[config.mk]
export PLATFORM = sky130hd
export DESIGN_NAME = counter_checker_32bits
export DESIGN_NICKNAME = d
export VERILOG_FILES = /design/src/rtl/counter_check_pkg.sv /design/src/rtl/counter_checker_32bits_sat_counter.sv /design/src/rtl/counter_checker_32bits.sv
export SDC_FILE = /design/constraint.sdc
export NUM_CORES = 1
export LEC_CHECK = 0
export BUFFER_PORTS_ARGS = -buffer_cell sky130_fd_sc_hd__buf_2
export CAP_MARGIN = 0
export CELL_PAD_IN_SITES_DETAIL_PLACEMENT = 2
export CELL_PAD_IN_SITES_GLOBAL_PLACEMENT = 2
export CORE_ASPECT_RATIO = 1.1
export CORE_MARGIN = 10
export CORE_UTILIZATION = 33
export DETAILED_ROUTE_END_ITERATION = 12
export PLACE_DENSITY = 0.88
export SLEW_MARGIN = 5
export SYNTH_ARGS = -nofsm -noshare
export SYNTH_HDL_FRONTEND = slang
export SYNTH_SLANG_ARGS = --single-unit
[constraint.sdc]
create_clock -name clk -period 4.55 [get_ports clk]
set_input_delay 0.91 -clock clk [delete_from_list [all_inputs] [get_ports clk]]
set_output_delay 0.91 -clock clk [all_outputs]
set_load 0.01 [all_outputs]
[src/rtl/counter_check_pkg.sv]
// rtl/counter_check_pkg.sv - state encoding and default parameters for the counter checker
package counter_check_pkg;

    typedef enum logic [1:0] {
        ST_IDLE = 2'd0,
        ST_ACQ  = 2'd1,
        ST_LOCK = 2'd2
    } state_t;

    localparam int DEF_WIDTH    = 32;
    localparam int DEF_STAT_W   = 16;
    localparam int DEF_SYNC_LEN = 4;

endpackage

[src/rtl/counter_checker_32bits_sat_counter.sv]
// rtl/counter_checker_32bits_sat_counter.sv - saturating statistics counter with synchronous clear
module sat_counter #(
    parameter int STAT_W = 16
) (
    input  logic              clk,
    input  logic              n_reset,
    input  logic              clr,
    input  logic              inc,
    output logic [STAT_W-1:0] cnt
);

    logic [STAT_W-1:0] r_cnt;

    // clear outranks a same-cycle increment
    always_ff @(posedge clk) begin
        if (!n_reset) begin
            r_cnt <= '0;
        end else if (clr) begin
            r_cnt <= '0;
        end else if (inc && (r_cnt != {STAT_W{1'b1}})) begin
            r_cnt <= r_cnt + {{(STAT_W-1){1'b0}}, 1'b1};
        end
    end

    assign cnt = r_cnt;

endmodule

[src/rtl/counter_checker_32bits.sv]
// rtl/counter_checker_32bits.sv - passive sequence checker for a free-running counter
// Optional first-error capture ports are built when COUNTER_CHECKER_FIRST_ERR_EN is defined.
module counter_checker_32bits
    import counter_check_pkg::*;
#(
    parameter int WIDTH    = DEF_WIDTH,
    parameter int SYNC_LEN = DEF_SYNC_LEN,
    parameter int STAT_W   = DEF_STAT_W
) (
    input  logic              clk,
    input  logic              n_reset,
    input  logic              en,
    input  logic              cnt_rst,
    input  logic [WIDTH-1:0]  cnt_in,
    input  logic              clr_stat,
    output logic              locked,
    output logic              err_pulse,
    output logic              err_sticky,
    output logic [STAT_W-1:0] err_count,
    output logic              wrap_pulse,
    output logic [STAT_W-1:0] wrap_count
`ifdef COUNTER_CHECKER_FIRST_ERR_EN
    ,
    output logic [WIDTH-1:0]  first_exp,
    output logic [WIDTH-1:0]  first_act,
    output logic              first_valid
`endif
);

    localparam logic [WIDTH-1:0] ONE    = {{(WIDTH-1){1'b0}}, 1'b1};
    localparam logic [3:0]       SYNC_N = 4'(SYNC_LEN);

    state_t           r_state;
    logic [WIDTH-1:0] r_prev_cnt;
    logic             r_prev_en;
    logic             r_prev_rst;
    logic [3:0]       r_match_cnt;
    logic             r_locked;
    logic             r_err_pulse;
    logic             r_err_sticky;
    logic             r_wrap_pulse;

    logic [WIDTH-1:0] w_exp;
    logic             w_match;
    logic             w_err;
    logic             w_wrap;
    logic [3:0]       w_match_inc;

    assign w_exp       = r_prev_rst ? '0 : (r_prev_en ? r_prev_cnt + ONE : r_prev_cnt);
    assign w_match     = (cnt_in == w_exp);
    assign w_err       = (r_state == ST_LOCK) && !w_match;
    // a counter reset also lands on 0, so prev_rst must be low for a wrap
    assign w_wrap      = (r_state == ST_LOCK) && w_match && !r_prev_rst && r_prev_en
                         && (&r_prev_cnt) && (cnt_in == '0);
    assign w_match_inc = r_match_cnt + 4'd1;

    always_ff @(posedge clk) begin
        if (!n_reset) begin
            r_state      <= ST_IDLE;
            r_prev_cnt   <= '0;
            r_prev_en    <= 1'b0;
            r_prev_rst   <= 1'b0;
            r_match_cnt  <= 4'd0;
            r_locked     <= 1'b0;
            r_err_pulse  <= 1'b0;
            r_err_sticky <= 1'b0;
            r_wrap_pulse <= 1'b0;
        end else begin
            r_prev_cnt   <= cnt_in;
            r_prev_en    <= en;
            r_prev_rst   <= cnt_rst;
            r_err_pulse  <= w_err;
            r_wrap_pulse <= w_wrap;
            if (clr_stat) begin
                r_err_sticky <= 1'b0;
            end else if (w_err) begin
                r_err_sticky <= 1'b1;
            end
            case (r_state)
                ST_IDLE: begin
                    r_state     <= ST_ACQ;
                    r_match_cnt <= 4'd0;
                end
                ST_ACQ: begin
                    if (!w_match) begin
                        r_match_cnt <= 4'd0;
                    end else if (w_match_inc == SYNC_N) begin
                        r_state     <= ST_LOCK;
                        r_match_cnt <= 4'd0;
                        r_locked    <= 1'b1;
                    end else begin
                        r_match_cnt <= w_match_inc;
                    end
                end
                ST_LOCK: begin
                    if (!w_match) begin
                        r_state     <= ST_ACQ;
                        r_match_cnt <= 4'd0;
                        r_locked    <= 1'b0;
                    end
                end
                default: begin
                    r_state     <= ST_IDLE;
                    r_match_cnt <= 4'd0;
                    r_locked    <= 1'b0;
                end
            endcase
        end
    end

    sat_counter #(.STAT_W(STAT_W)) u_err_cnt (
        .clk     (clk),
        .n_reset (n_reset),
        .clr     (clr_stat),
        .inc     (w_err),
        .cnt     (err_count)
    );

    sat_counter #(.STAT_W(STAT_W)) u_wrap_cnt (
        .clk     (clk),
        .n_reset (n_reset),
        .clr     (clr_stat),
        .inc     (w_wrap),
        .cnt     (wrap_count)
    );

    assign locked     = r_locked;
    assign err_pulse  = r_err_pulse;
    assign err_sticky = r_err_sticky;
    assign wrap_pulse = r_wrap_pulse;

`ifdef COUNTER_CHECKER_FIRST_ERR_EN
    logic [WIDTH-1:0] r_first_exp;
    logic [WIDTH-1:0] r_first_act;
    logic             r_first_valid;

    // only the first error since reset/clear is kept
    always_ff @(posedge clk) begin
        if (!n_reset || clr_stat) begin
            r_first_exp   <= '0;
            r_first_act   <= '0;
            r_first_valid <= 1'b0;
        end else if (w_err && !r_first_valid) begin
            r_first_exp   <= w_exp;
            r_first_act   <= cnt_in;
            r_first_valid <= 1'b1;
        end
    end

    assign first_exp   = r_first_exp;
    assign first_act   = r_first_act;
    assign first_valid = r_first_valid;
`endif

endmodule

* Yosys cells after proc, flatten, opt, wreduce, memory -nomap -nowiden
Cells that the tools add are included.
** Word-level totals
- Flip-flop bits (word level) :: 76
** Cells by class
- Add/sub/neg operators :: 4
- Equal/unequal tests :: 9
- Mux-type cells :: 14
- Bitwise operators :: 2
- Reductions and logical operators :: 16
** Operators by type and width (number)
- 32-bit 2-to-1 mux :: 2
- 16-bit by 1-bit adder with 16-bit output, second input constant :: 2
- 32-bit by 1-bit adder with 32-bit output, second input constant :: 1
- 32-bit equality test :: 1
- 32-bit logical NOT :: 1
- 16-bit != test, second input constant :: 2
- 32-bit AND reduction :: 1
- 4-bit 2-to-1 mux :: 3
- 1-bit logical AND :: 8
- 4-bit one-hot mux with 2 select lines :: 1
- 2-bit 2-to-1 mux :: 3
- 2-bit != test, second input constant :: 3
- 2-bit one-hot mux with 3 select lines :: 1
- 4-bit by 1-bit adder with 4-bit output, second input constant :: 1
- 4-bit by 3-bit equality test with 1-bit output, second input constant :: 1
- 4-bit AND reduction :: 1
- 1-bit 2-to-1 mux :: 3
- 1-bit one-hot mux with 3 select lines :: 1
- 3-bit AND reduction :: 1
- 2-bit by 1-bit equality test with 1-bit output, second input constant :: 1
- 2-bit equality test, second input constant :: 1
- 1-bit logical NOT :: 2
- 2-bit logical NOT :: 1
- 1-bit inverter :: 2
- 2-bit OR reduction :: 1

* Logic depth before layout (Yosys ltp)
Gate-level depths: netlist of run 1.
- Depth in word-level cells :: 10
- Mapped depth :: 14

* By module
From an unflattened synthesis of run 1, not the netlist that was laid out.
** Unflattened totals
- Cell total of the unflattened synthesis :: 533
- Area, all modules :: 4634.4 um^2
** By module, submodules not included
- counter_checker_32bits :: instances 1, cells an instance 351, area an instance 2905.3 um^2
- sat_counter :: instances 2, cells an instance 91, area an instance 864.6 um^2

* Least setup slack after synthesis of run 1
Ideal clock, no wire load.
- Path kind :: input -> register
- Start :: in cnt_in[4]
- End :: reg u_wrap_cnt.r_cnt[9], in the netlist u_wrap_cnt.cnt[9]
- Setup time :: 0.071 ns
- Arrival :: 3.450 ns
- Slack :: 1.030 ns
- Cell stages on the path :: 11
- Buffers on the path :: 1
- Cell sequence :: or4_1 nor4_1 inv_1 a221oi_1 nand4_1 nor4b_2 and3_1 buf_4 nand2_4 or4_1 a21oi_1
** On the way
- Longest elaborated chain between the ends :: 7
- Elaborated cells on any way between the ends :: 8
** RTL lines
- from (decl) :: line counter_checker_32bits.sv:14 : input logic [WIDTH-1:0] cnt_in,
- 32-bit equality test :: line counter_checker_32bits.sv:50 : assign w_match = (cnt_in == w_exp);
- 1-bit logical AND (3 in series) :: line counter_checker_32bits.sv:53 : assign w_wrap = (r_state == ST_LOCK) && w_match && !r_prev_rst && r_prev_en
- 1-bit logical AND :: line counter_checker_32bits.sv:54 : && (&r_prev_cnt) && (cnt_in == '0);
- 1-bit logical AND * :: line counter_checker_32bits.sv:54
- 1-bit logical AND * :: line counter_checker_32bits_sat_counter.sv:20 : end else if (inc && (r_cnt != {STAT_W{1'b1}})) begin
- to (signal assigned) :: line counter_checker_32bits_sat_counter.sv:21 : r_cnt <= r_cnt + {{(STAT_W-1){1'b0}}, 1'b1};
- to (decl) :: line counter_checker_32bits_sat_counter.sv:12 : logic [STAT_W-1:0] r_cnt;
Every way passes the cells marked *; elsewhere a longest branch is shown, timed or not.
A chain may end at the register's enable or synchronous reset.

* Worst setup path after layout of run 1
- Start :: reg r_prev_cnt[1]
- End :: reg u_wrap_cnt.r_cnt[9], in the netlist u_wrap_cnt.cnt[9]
** On the way
- Longest elaborated chain between the ends :: 10
- Elaborated cells on any way between the ends :: 11
** RTL lines
- from (decl) :: line counter_checker_32bits.sv:34 : logic [WIDTH-1:0] r_prev_cnt;
- from (signal assigned) :: line counter_checker_32bits.sv:69 : r_prev_cnt <= cnt_in;
- 32-bit by 1-bit adder with 32-bit output :: line counter_checker_32bits.sv:49 : assign w_exp = r_prev_rst ? '0 : (r_prev_en ? r_prev_cnt + ONE : r_prev_cnt);
- 32-bit 2-to-1 mux (2 in series) :: line counter_checker_32bits.sv:49
- 32-bit equality test :: line counter_checker_32bits.sv:50
- 1-bit logical AND (3 in series) :: line counter_checker_32bits.sv:53
- 1-bit logical AND * (2 in series) :: line counter_checker_32bits.sv:54
- 1-bit logical AND * :: line counter_checker_32bits_sat_counter.sv:20
Marks and branches as above.

==> results.json, run 1 <==
{
  "routabilityCongestion": 0.885,
  "fin_cells": 816,
  "clock.fmax_mhz": 237,
  "synth_edf_count": 0,
  "cts_hold_buffers": 0,
  "reg2reg_depth": 11,
  "worstHoldEndpoint": "u_err_cnt.cnt[8]",
  "synthTopCellsByArea": "dfxtp_1, and2_1, nor2_1",
  "arrival_ns": 4.49,
  "gr-total-overflow": 0,
  "hold_path_class": "flip-flop to flip-flop",
  "worstSetupEndpointType": "flip-flop",
  "syn_inst": 560,
  "synth_cell_types": 60,
  "cts_made_buffers": 9,
  "die_h_um": 143,
  "async_flop_share_pct": 0,
  "crit_chain": "ha_1 -> nand2_2 -> or4_1 -> or4_4 -> and3_1 -> nor4_1 -> nor4b_2 -> and3_1 -> nand2_4 -> or4_1 -> a21oi_1",
  "vias": 4614,
  "die_area_um2": 18800,
  "cts_setup_buffers": 0,
  "boundaryPins": 73,
  "synth.avg_cell_area_um2": 8.06,
  "pre_cts_slack_ns": 0.318,
  "final_common_cell": "dfxtp_1",
  "drt_iter0_markers": 200,
  "grtUsageTotal_pct": 18.1,
  "power_density_nw_per_um2": 284,
  "clock_sinks": 76,
  "row_count": 44,
  "yosys_register_bits": 76,
  "min_path_cells": 2,
  "worstReg2RegEnd": "u_wrap_cnt.cnt[9]",
  "fin_crit_sh_pct": 92.6,
  "grt_pass1_vias": 5052,
  "path_clk_slew_ns": 0.06,
  "slowest_stage": "or4_1",
  "nets": 670,
  "r2r_start": "r_prev_cnt[1]",
  "drv_cap": 0,
  "wl_um": 16900,
  "cts_tree": "yes",
  "fin_tns_setup_ns": 0,
  "clock_latency_ns": 0.35,
  "min_period_ns": 4.21,
  "rsz0062_at_grt": "no",
  "ys.flop_type": "dfxtp_1",
  "synth_top_family_by_area": "simple AND/OR/NAND/NOR gates",
  "drc": 0,
  "power_uw": 1520,
  "dp_hpwl_um": 12900,
  "antenna_cells": 0,
  "rrSetupSlack_ns": 0.34,
  "final_cell_mix": "dfxtp_1, buf_2, nor2_1",
  "grt_pass1_wl_um": 27600,
  "synthAdderAreaFrac_pct": 1.39,
  "grt_max_degree": 41,
  "synthSimpleGateAreaFrac_pct": 36.6,
  "clock_tree.buffer_depth": 2,
  "port-buffer-count": 72,
  "firstDrtPassIters": 4,
  "syn2layout_area_growth_pct": 18.7,
  "cellLeakagePower_uw": 0.00211,
  "synth_xor_area_share_pct": 7.76,
  "worstHoldStart": "u_err_cnt.cnt[8]",
  "antenna_left": 0,
  "finalSetupViolCount": 0,
  "fin_ws_ns": 0.337,
  "cts_max_level": 3,
  "synth_compound_area_share_pct": 13.7,
  "syn_nets": 602,
  "ctsResizeCount": 0,
  "yosys_warnings": 0,
  "synth_area_leader_cell": "dfxtp_1",
  "dp.cells": 801,
  "cp_max_fo": 10,
  "slowest_delay_ns": 0.74,
  "synth_top_area_share_pct": 33.7,
  "status": "complete, no violations",
  "mappedNetlistArea_um2": 4520,
  "crit_type": "flip-flop to flip-flop",
  "layout-drive-gt1-share_pct": 18.2,
  "slew_headroom_pct": 43.0,
  "cts_root_buf": "clkbuf_16",
  "vias_per_cell": 5.65,
  "finClkSkew_ns": 0.00989,
  "start_util_pct": 33.9,
  "antenna_found_initial": 1,
  "yosysSeqAreaShare_pct": 33.7,
  "worst_slew_pin_slew_ns": 0.849,
  "synth.area.mux_share_pct": 3.60,
  "fillers": 1537,
  "required_ns": 4.83,
  "critPathLaunchType": "flip-flop",
  "peakVddDrop_mv": 0.170,
  "hold_viol": 0,
  "avgRoutedWirePerCell_um": 20.7,
  "finalMaxSlewViolations": 0,
  "die_w_um": 132,
  "fp.coreArea_um2": 13300
}
==> per-stage QoR <==
stage          utilization [%]  area (µm²)  hold WS [ns]
2_1_floorplan                -        4520         0.498
3_3_place_gp              38.2        5090         0.451
3_5_place_dp              38.2        5090         0.481
4_1_cts                   40.2        5360         0.499
5_1_grt                   40.2        5360         0.527
6_report                  40.2        5360         0.488
==> cell usage after synthesis, types with 3 or more instances <==
master,count
dfxtp_1,76
nor2_1,52
nand2_1,42
and2_1,39
nand3_1,24
nand4_1,24
clkbuf_1,22
a21oi_1,21
xnor2_1,21
o21ai_0,19
xor2_1,19
nor4_1,17
and3_1,15
mux2i_1,14
or4_1,14
nor3_1,13
nand2b_1,12
inv_1,10
or3_1,9
o211ai_1,8
nor2b_1,7
a41o_1,5
and4_1,5
ha_1,5
or2_2,5
a21o_1,4
a31oi_1,4
buf_2,3
nor3b_1,3
o311ai_0,3
o31ai_1,3
o41ai_1,3
==> cells by family after synthesis <==
family	after synthesis
multiplexers	16
AND/OR/NAND/NOR	295
flip-flops	76
AO/OA/AOI/OAI	90
XOR/XNOR	40
adder cells (fa/ha/maj)	5
buffers and inverters	38
==> layout make-up <==
type	count	area, µm²	area share (%)
Clock buffer	11	243	4.53
Clock inverter	4	26.3	0.490
Inverter	10	37.5	0.700
Multi-Input combinational cell	446	2840	53.1
Sequential cell	76	1520	28.4
Tap cell	184	230	4.30
Timing Repair Buffer	85	458	8.54
==> registers in the layout (all words and copies together), names as in the netlist <==
name / flops
err_pulse: 1
err_sticky: 1
locked: 1
r_match_cnt: 4
r_prev_cnt: 32
r_prev_en: 1
r_prev_rst: 1
r_state: 2
u_err_cnt.cnt: 16
u_wrap_cnt.cnt: 16
wrap_pulse: 1
==> worst max-delay path by stage <==
| stage | cells after the start | to | slack, ns | from |
|---|---|---|---|---|
| after floorplan | 11 | u_wrap_cnt.cnt[9] | 1.03 | cnt_in[4] |
| after global placement | 11 | u_wrap_cnt.cnt[9] | 0.56 | r_prev_cnt[0] |
| after detailed placement | 11 | u_wrap_cnt.cnt[9] | 0.32 | cnt_in[4] |
| after CTS | 11 | u_wrap_cnt.cnt[9] | 0.34 | r_prev_cnt[1] |
| after global routing | 12 | r_state[1] | 0.05 | r_prev_cnt[3] |
| final | 11 | u_wrap_cnt.cnt[9] | 0.34 | r_prev_cnt[1] |
==> where the power goes <==
group | internal [µW] | switching (µW) | leakage [µW] | total, µW
sequential | 682 | 27.7 | 0.000622 | 710
combinational | 58.6 | 80.5 | 0.00136 | 139
clock | 380 | 293 | 0.000131 | 674
==> metal layers <==
metal	global-route usage, %	share of wire (%)	routed length (µm)	vias to the layer above
li1	-	-	-	2189
met3	5.09	5.4	918	26
met1	20.9	44	7350	2285
met4	7.44	2.1	349	2
met5	0	0.065	11	-
met2	31.1	49	8250	112
==> critical path, delay by kind of cell (launching register included) <==
family	cells	cell delay, ns
flip-flops	1	0.43
adder cells (fa/ha/maj)	1	0.26
AND/OR/NAND/NOR	9	3.30
AO/OA/AOI/OAI	1	0.17
Power figures use the tool's default switching activity.
==> run 2, diff against run 1 <==
--- a/config.mk
+++ b/config.mk
@@ -7,13 +7,13 @@
 export LEC_CHECK = 0
 export BUFFER_PORTS_ARGS = -buffer_cell sky130_fd_sc_hd__buf_2
 export CAP_MARGIN = 0
-export CELL_PAD_IN_SITES_DETAIL_PLACEMENT = 2
-export CELL_PAD_IN_SITES_GLOBAL_PLACEMENT = 2
+export CELL_PAD_IN_SITES_DETAIL_PLACEMENT = 1
+export CELL_PAD_IN_SITES_GLOBAL_PLACEMENT = 1
 export CORE_ASPECT_RATIO = 1.1
 export CORE_MARGIN = 10
-export CORE_UTILIZATION = 33
+export CORE_UTILIZATION = 40
 export DETAILED_ROUTE_END_ITERATION = 12
-export PLACE_DENSITY = 0.88
+export PLACE_DENSITY = 0.86
 export SLEW_MARGIN = 5
 export SYNTH_ARGS = -nofsm -noshare
 export SYNTH_HDL_FRONTEND = slang
==> run 2 against run 1 <==
Compared with the run above: clock-buffer cell count unchanged; sequential cell count unchanged; worst hold slack worse by 0.0023 ns; setup slack better by 0.21 ns; non-clock buffer count down 2; highest routed layer is now met4.
==> results.json, run 2 (synthesized netlist as in run 1, its figures left out) <==
{
  "path_clk_slew_ns": 0.06,
  "cp_max_fo": 12,
  "fin_tns_setup_ns": 0,
  "clock_tree.buffer_depth": 2,
  "fillers": 1358,
  "cp_num_buf_inv": 0,
  "worstHoldEndpoint": "err_sticky",
  "holdWs_ns": 0.486,
  "worstSetupEndpointType": "flip-flop",
  "drc": 0,
  "hold_path_class": "flip-flop to flip-flop",
  "vias_per_cell": 5.84,
  "worst_slew_pin_slew_ns": 0.821,
  "switching_power_uw": 406,
  "die_h_um": 131,
  "finalSetupViolCount": 0,
  "clock_sinks": 76,
  "cts_max_level": 3,
  "multi_input_area_um2": 2840,
  "boundaryPins": 73,
  "fp.coreArea_um2": 11000,
  "worst-path-stages": 10,
  "arrival_ns": 4.29,
  "syn2layout_area_growth_pct": 18.1,
  "grt_max_degree": 41,
  "min_period_ns": 4.01,
  "clock_latency_ns": 0.35,
  "die_area_um2": 15900,
  "wl_um": 14700,
  "swShare_pct": 25.6,
  "finalMaxSlewViolations": 0,
  "grt_pass1_wl_um": 24400,
  "port-buffer-count": 72,
  "largest_reg_flops": 32,
  "crit_type": "flip-flop to flip-flop",
  "peakVddDrop_mv": 0.161,
  "routabilityCongestion": 0.905,
  "p_clk_share_pct": 47.1,
  "firstDrtPassIters": 4,
  "die_w_um": 121,
  "path_delay_family": "simple AND/OR/NAND/NOR gates",
  "crit_top_cell": "or4_1",
  "rrSetupSlack_ns": 0.54,
  "power_density_nw_per_um2": 298,
  "avgRoutedWirePerCell_um": 18.8,
  "cts_setup_buffers": 0,
  "cts_made_buffers": 9,
  "reg2reg_depth": 10,
  "finClkSkew_ns": 0.00552,
  "antenna_found_initial": 1,
  "dp_hpwl_um": 11100,
  "worstHoldStart": "err_sticky",
  "regMostFlops": "r_prev_cnt",
  "seqPwrFrac_pct": 44.6,
  "dp.cells": 762,
  "place_area_um2": 5030,
  "required_ns": 4.84,
  "start_util_pct": 41.2,
  "min_path_cells": 2,
  "p_int_uw": 1180,
  "nets": 668,
  "antenna_left": 0,
  "grt_pass1_vias": 4852,
  "drv_cap": 0,
  "fin_crit_sh_pct": 88.1,
  "status": "complete, no violations",
  "cellLeakagePower_uw": 0.00212,
  "final_common_cell": "dfxtp_1",
  "fin_area_um2": 5340,
  "hold_viol": 0,
  "slowest_stage": "or4_1",
  "drt_iter0_markers": 326,
  "worstReg2RegEnd": "u_wrap_cnt.cnt[9]",
  "cts_tree": "yes",
  "r2r_start": "r_prev_cnt[6]",
  "row_count": 40,
  "layout-drive-gt1-share_pct": 18.1,
  "slowest_delay_ns": 0.75,
  "slew_headroom_pct": 45.1,
  "ctsResizeCount": 0,
  "clock.fmax_mhz": 250,
  "grtUsageTotal_pct": 18.7,
  "final_cell_mix": "dfxtp_1, buf_2, nor2_1",
  "seq_area_um2": 1520,
  "crit_chain": "nand4_2 -> or4_1 -> or4_1 -> a21oi_1 -> xor2_1 -> nor4_1 -> and3_1 -> nand2_4 -> or4_1 -> a21oi_1",
  "fin_cells": 779,
  "rsz0062_at_grt": "no",
  "gr-total-overflow": 0,
  "pwr-share-comb_pct": 8.3,
  "pre_cts_slack_ns": 0.405,
  "fin_ws_ns": 0.542,
  "critPathLaunchType": "flip-flop",
  "cts_hold_buffers": 0,
  "vias": 4547,
  "cts_root_buf": "clkbuf_16"
}
## run 2: routing by layer
layer	global-route usage (%)	wire length [µm]	share of wire, %
met1	21.5	6220	42
met2	31.4	7390	50
met3	4.24	727	5.0
met4	9.02	323	2.2
met5	0	0	0
## run 2: worst min-delay path: stages, from the launching register on
cell	delay, ns
dfxtp_1	0.33
nor2_1	0.05
nor2_1	0.07
## run 2: power groups by stage
stage                     clock network, µW  logic [µW]  registers (µW)
after floorplan                           0        82.1             712
after global placement                    0         124             721
after detailed placement                  0         130             721
after CTS                               758         131             707
after global routing                    791         146             710
final                                   748         131             708
## run 2: area by class of cell
type	count	area share, %
antenna	1	0.0469
clock buffer	11	4.55
clock inverter	5	1.13
inverter	10	0.704
multi-input combinational	446	53.3
sequential	76	28.5
tap	147	3.45
timing repair buffer	83	8.30
## run 2: metrics by stage
step | total power, µW | utilization, %
after floorplan | 794 | -
after global placement | 845 | 45.9
after detailed placement | 851 | 45.9
after CTS | 1600 | 48.7
after global routing | 1650 | 48.7
final | 1590 | 48.7
## run 2: how the worst max path moves through the flow
stage,endpoint,startpoint
3_5_place_dp,u_wrap_cnt.cnt[9],cnt_in[4]
3_3_place_gp,u_wrap_cnt.cnt[9],cnt_in[4]
5_1_grt,u_wrap_cnt.cnt[10],r_prev_en
4_1_cts,u_wrap_cnt.cnt[9],r_prev_cnt[6]
2_1_floorplan,u_wrap_cnt.cnt[9],cnt_in[4]
6_report,u_wrap_cnt.cnt[9],r_prev_cnt[6]
==> run 3, diff against run 2 <==
--- a/config.mk
+++ b/config.mk
@@ -8,12 +8,12 @@
 export BUFFER_PORTS_ARGS = -buffer_cell sky130_fd_sc_hd__buf_2
 export CAP_MARGIN = 0
 export CELL_PAD_IN_SITES_DETAIL_PLACEMENT = 1
-export CELL_PAD_IN_SITES_GLOBAL_PLACEMENT = 1
+export CELL_PAD_IN_SITES_GLOBAL_PLACEMENT = 2
 export CORE_ASPECT_RATIO = 1.1
 export CORE_MARGIN = 10
-export CORE_UTILIZATION = 40
+export CORE_UTILIZATION = 33
 export DETAILED_ROUTE_END_ITERATION = 12
-export PLACE_DENSITY = 0.86
+export PLACE_DENSITY = 0.88
 export SLEW_MARGIN = 5
 export SYNTH_ARGS = -nofsm -noshare
 export SYNTH_HDL_FRONTEND = slang
==> run 3 against run 2 <==
Compared with the run above: register-to-register slack got worse by 0.18 ns; worst hold slack got worse by 0.011 ns; clock-buffer cell count did not move; maximum frequency shrank 4.3%; non-clock buffer count increased by 2; sequential share of layout area shrank 0.31 points; sequential cell count unchanged; setup slack got worse by 0.18 ns; critical path depth increased by 2; sequential power about the same; clock skew rose by 0.0064 ns; critical path type unchanged.
==> results.json, run 3 (synthesized netlist as in run 1, its figures left out) <==
{
  "status": "complete, no violations",
  "syn2layout_area_growth_pct": 19.5,
  "hold_path_class": "flip-flop to flip-flop",
  "avgRoutedWirePerCell_um": 18.3,
  "met1_usage_pct": 19.3,
  "grtUsageTotal_pct": 15.7,
  "fin_tns_setup_ns": 0,
  "die_area_um2": 18800,
  "cts_setup_buffers": 0,
  "die_h_um": 143,
  "cts_made_buffers": 9,
  "min_period_ns": 4.19,
  "largest_reg_flops": 32,
  "slowest_delay_ns": 0.75,
  "peakVddDrop_mv": 0.232,
  "layout-drive-gt1-share_pct": 18.3,
  "grt_pass1_wl_um": 24300,
  "pre_cts_slack_ns": 0.385,
  "cts_hold_buffers": 0,
  "path_clk_slew_ns": 0.06,
  "rsz0062_at_grt": "no",
  "reg2reg_depth": 12,
  "min_path_cells": 2,
  "grt_pass1_vias": 4585,
  "final_common_cell": "dfxtp_1",
  "crit_type": "flip-flop to flip-flop",
  "arrival_ns": 4.42,
  "top_usage_layer": "met2",
  "drt_iter0_markers": 312,
  "ctsResizeCount": 0,
  "fillers": 1679,
  "cts_root_buf": "clkbuf_16",
  "power_density_nw_per_um2": 293,
  "drc": 0,
  "antenna_left": 0,
  "hold_viol": 0,
  "cellLeakagePower_uw": 0.00213,
  "slowest_stage": "or4_1",
  "final_cell_mix": "dfxtp_1, buf_2, nor2_1",
  "dp_hpwl_um": 11300,
  "cts_max_level": 3,
  "start_util_pct": 33.9,
  "holdWs_ns": 0.475,
  "routabilityCongestion": 0.885,
  "clock.fmax_mhz": 239,
  "grt_max_degree": 41,
  "met2_usage_pct": 26.7,
  "nets": 670,
  "finClkSkew_ns": 0.0119,
  "fin_crit_sh_pct": 92.0,
  "fp.coreArea_um2": 13300,
  "grt_util_met3_pct": 4.28,
  "crit_chain": "ha_1 -> nand2_2 -> or4_1 -> or4_4 -> and3_1 -> nor4_1 -> nor4b_2 -> nand3_1 -> buf_4 -> nor4_1 -> xnor2_1 -> nor2_1",
  "critPathLaunchType": "flip-flop",
  "die_w_um": 132,
  "port-buffer-count": 72,
  "vias": 4519,
  "antenna_cells": 0,
  "clock_sinks": 76,
  "required_ns": 4.78,
  "cp_max_fo": 10,
  "finalSetupViolCount": 0,
  "slew_headroom_pct": 47.0,
  "regMostFlops": "r_prev_cnt",
  "worstSetupEndpointType": "flip-flop",
  "row_count": 44,
  "worst_slew_pin_slew_ns": 0.793,
  "fin_ws_ns": 0.363,
  "drv_cap": 0,
  "firstDrtPassIters": 5,
  "crit_top_cell": "nor4_1",
  "wl_um": 14900,
  "finalMaxSlewViolations": 0,
  "clock_tree.buffer_depth": 2,
  "gr-total-overflow": 0,
  "vias_per_cell": 5.53,
  "cts_tree": "yes",
  "boundaryPins": 73,
  "clock_latency_ns": 0.34,
  "antenna_found_initial": 1
}
-- run 3: layout make-up --
cell class | count | area [µm²] | area share, %
multi-input combinational | 446 | 2840 | 52.7
tap | 184 | 230 | 4.27
sequential | 76 | 1520 | 28.2
clock inverter | 5 | 60.1 | 1.11
clock buffer | 11 | 243 | 4.50
inverter | 10 | 37.5 | 0.696
timing repair buffer | 85 | 458 | 8.49
-- run 3: through the flow --
step / area, µm² / instances / util [%] / total power (µW)
floorplan: 4520 / 560 / - / 794
global placement: 5090 / 801 / 38.2 / 850
detailed placement: 5090 / 801 / 38.2 / 855
CTS: 5390 / 817 / 40.5 / 1590
global route: 5390 / 817 / 40.5 / 1640
finish: 5390 / 817 / 40.5 / 1580
-- run 3: worst paths after layout --
check	startpoint	endpoint	slack [ns]
hold reg to reg	err_sticky	err_sticky	0.48
hold / removal	err_sticky	err_sticky	0.48
setup / recovery	r_prev_cnt[0]	u_wrap_cnt.cnt[5]	0.36
setup reg to reg	r_prev_cnt[0]	u_wrap_cnt.cnt[5]	0.36
-- run 3: critical path, delay by kind of cell (launching register included) --
family	cells	cell delay [ns]
DFF	1	0.42
buffers and inverters	1	0.26
adders and majority gates	1	0.26
and+or+nand+nor	9	2.96
xor gates and xnor gates	1	0.16
-- run 3: report_power, final --
group | internal [µW] | switching (µW) | total, µW
Clock | 442 | 295 | 737
Sequential | 682 | 26.3 | 708
Combinational | 58.5 | 75.5 | 134
Total | 1180 | 396 | 1580
-- run 3: routing by layer --
metal | vias up | part of all wire, % | wire length (µm)
li1 | 2181 | - | -
met1 | 2201 | 45 | 6730
met2 | 117 | 48 | 7180
met3 | 18 | 5.7 | 849
met4 | 2 | 1.1 | 163
met5 | - | 0.087 | 13
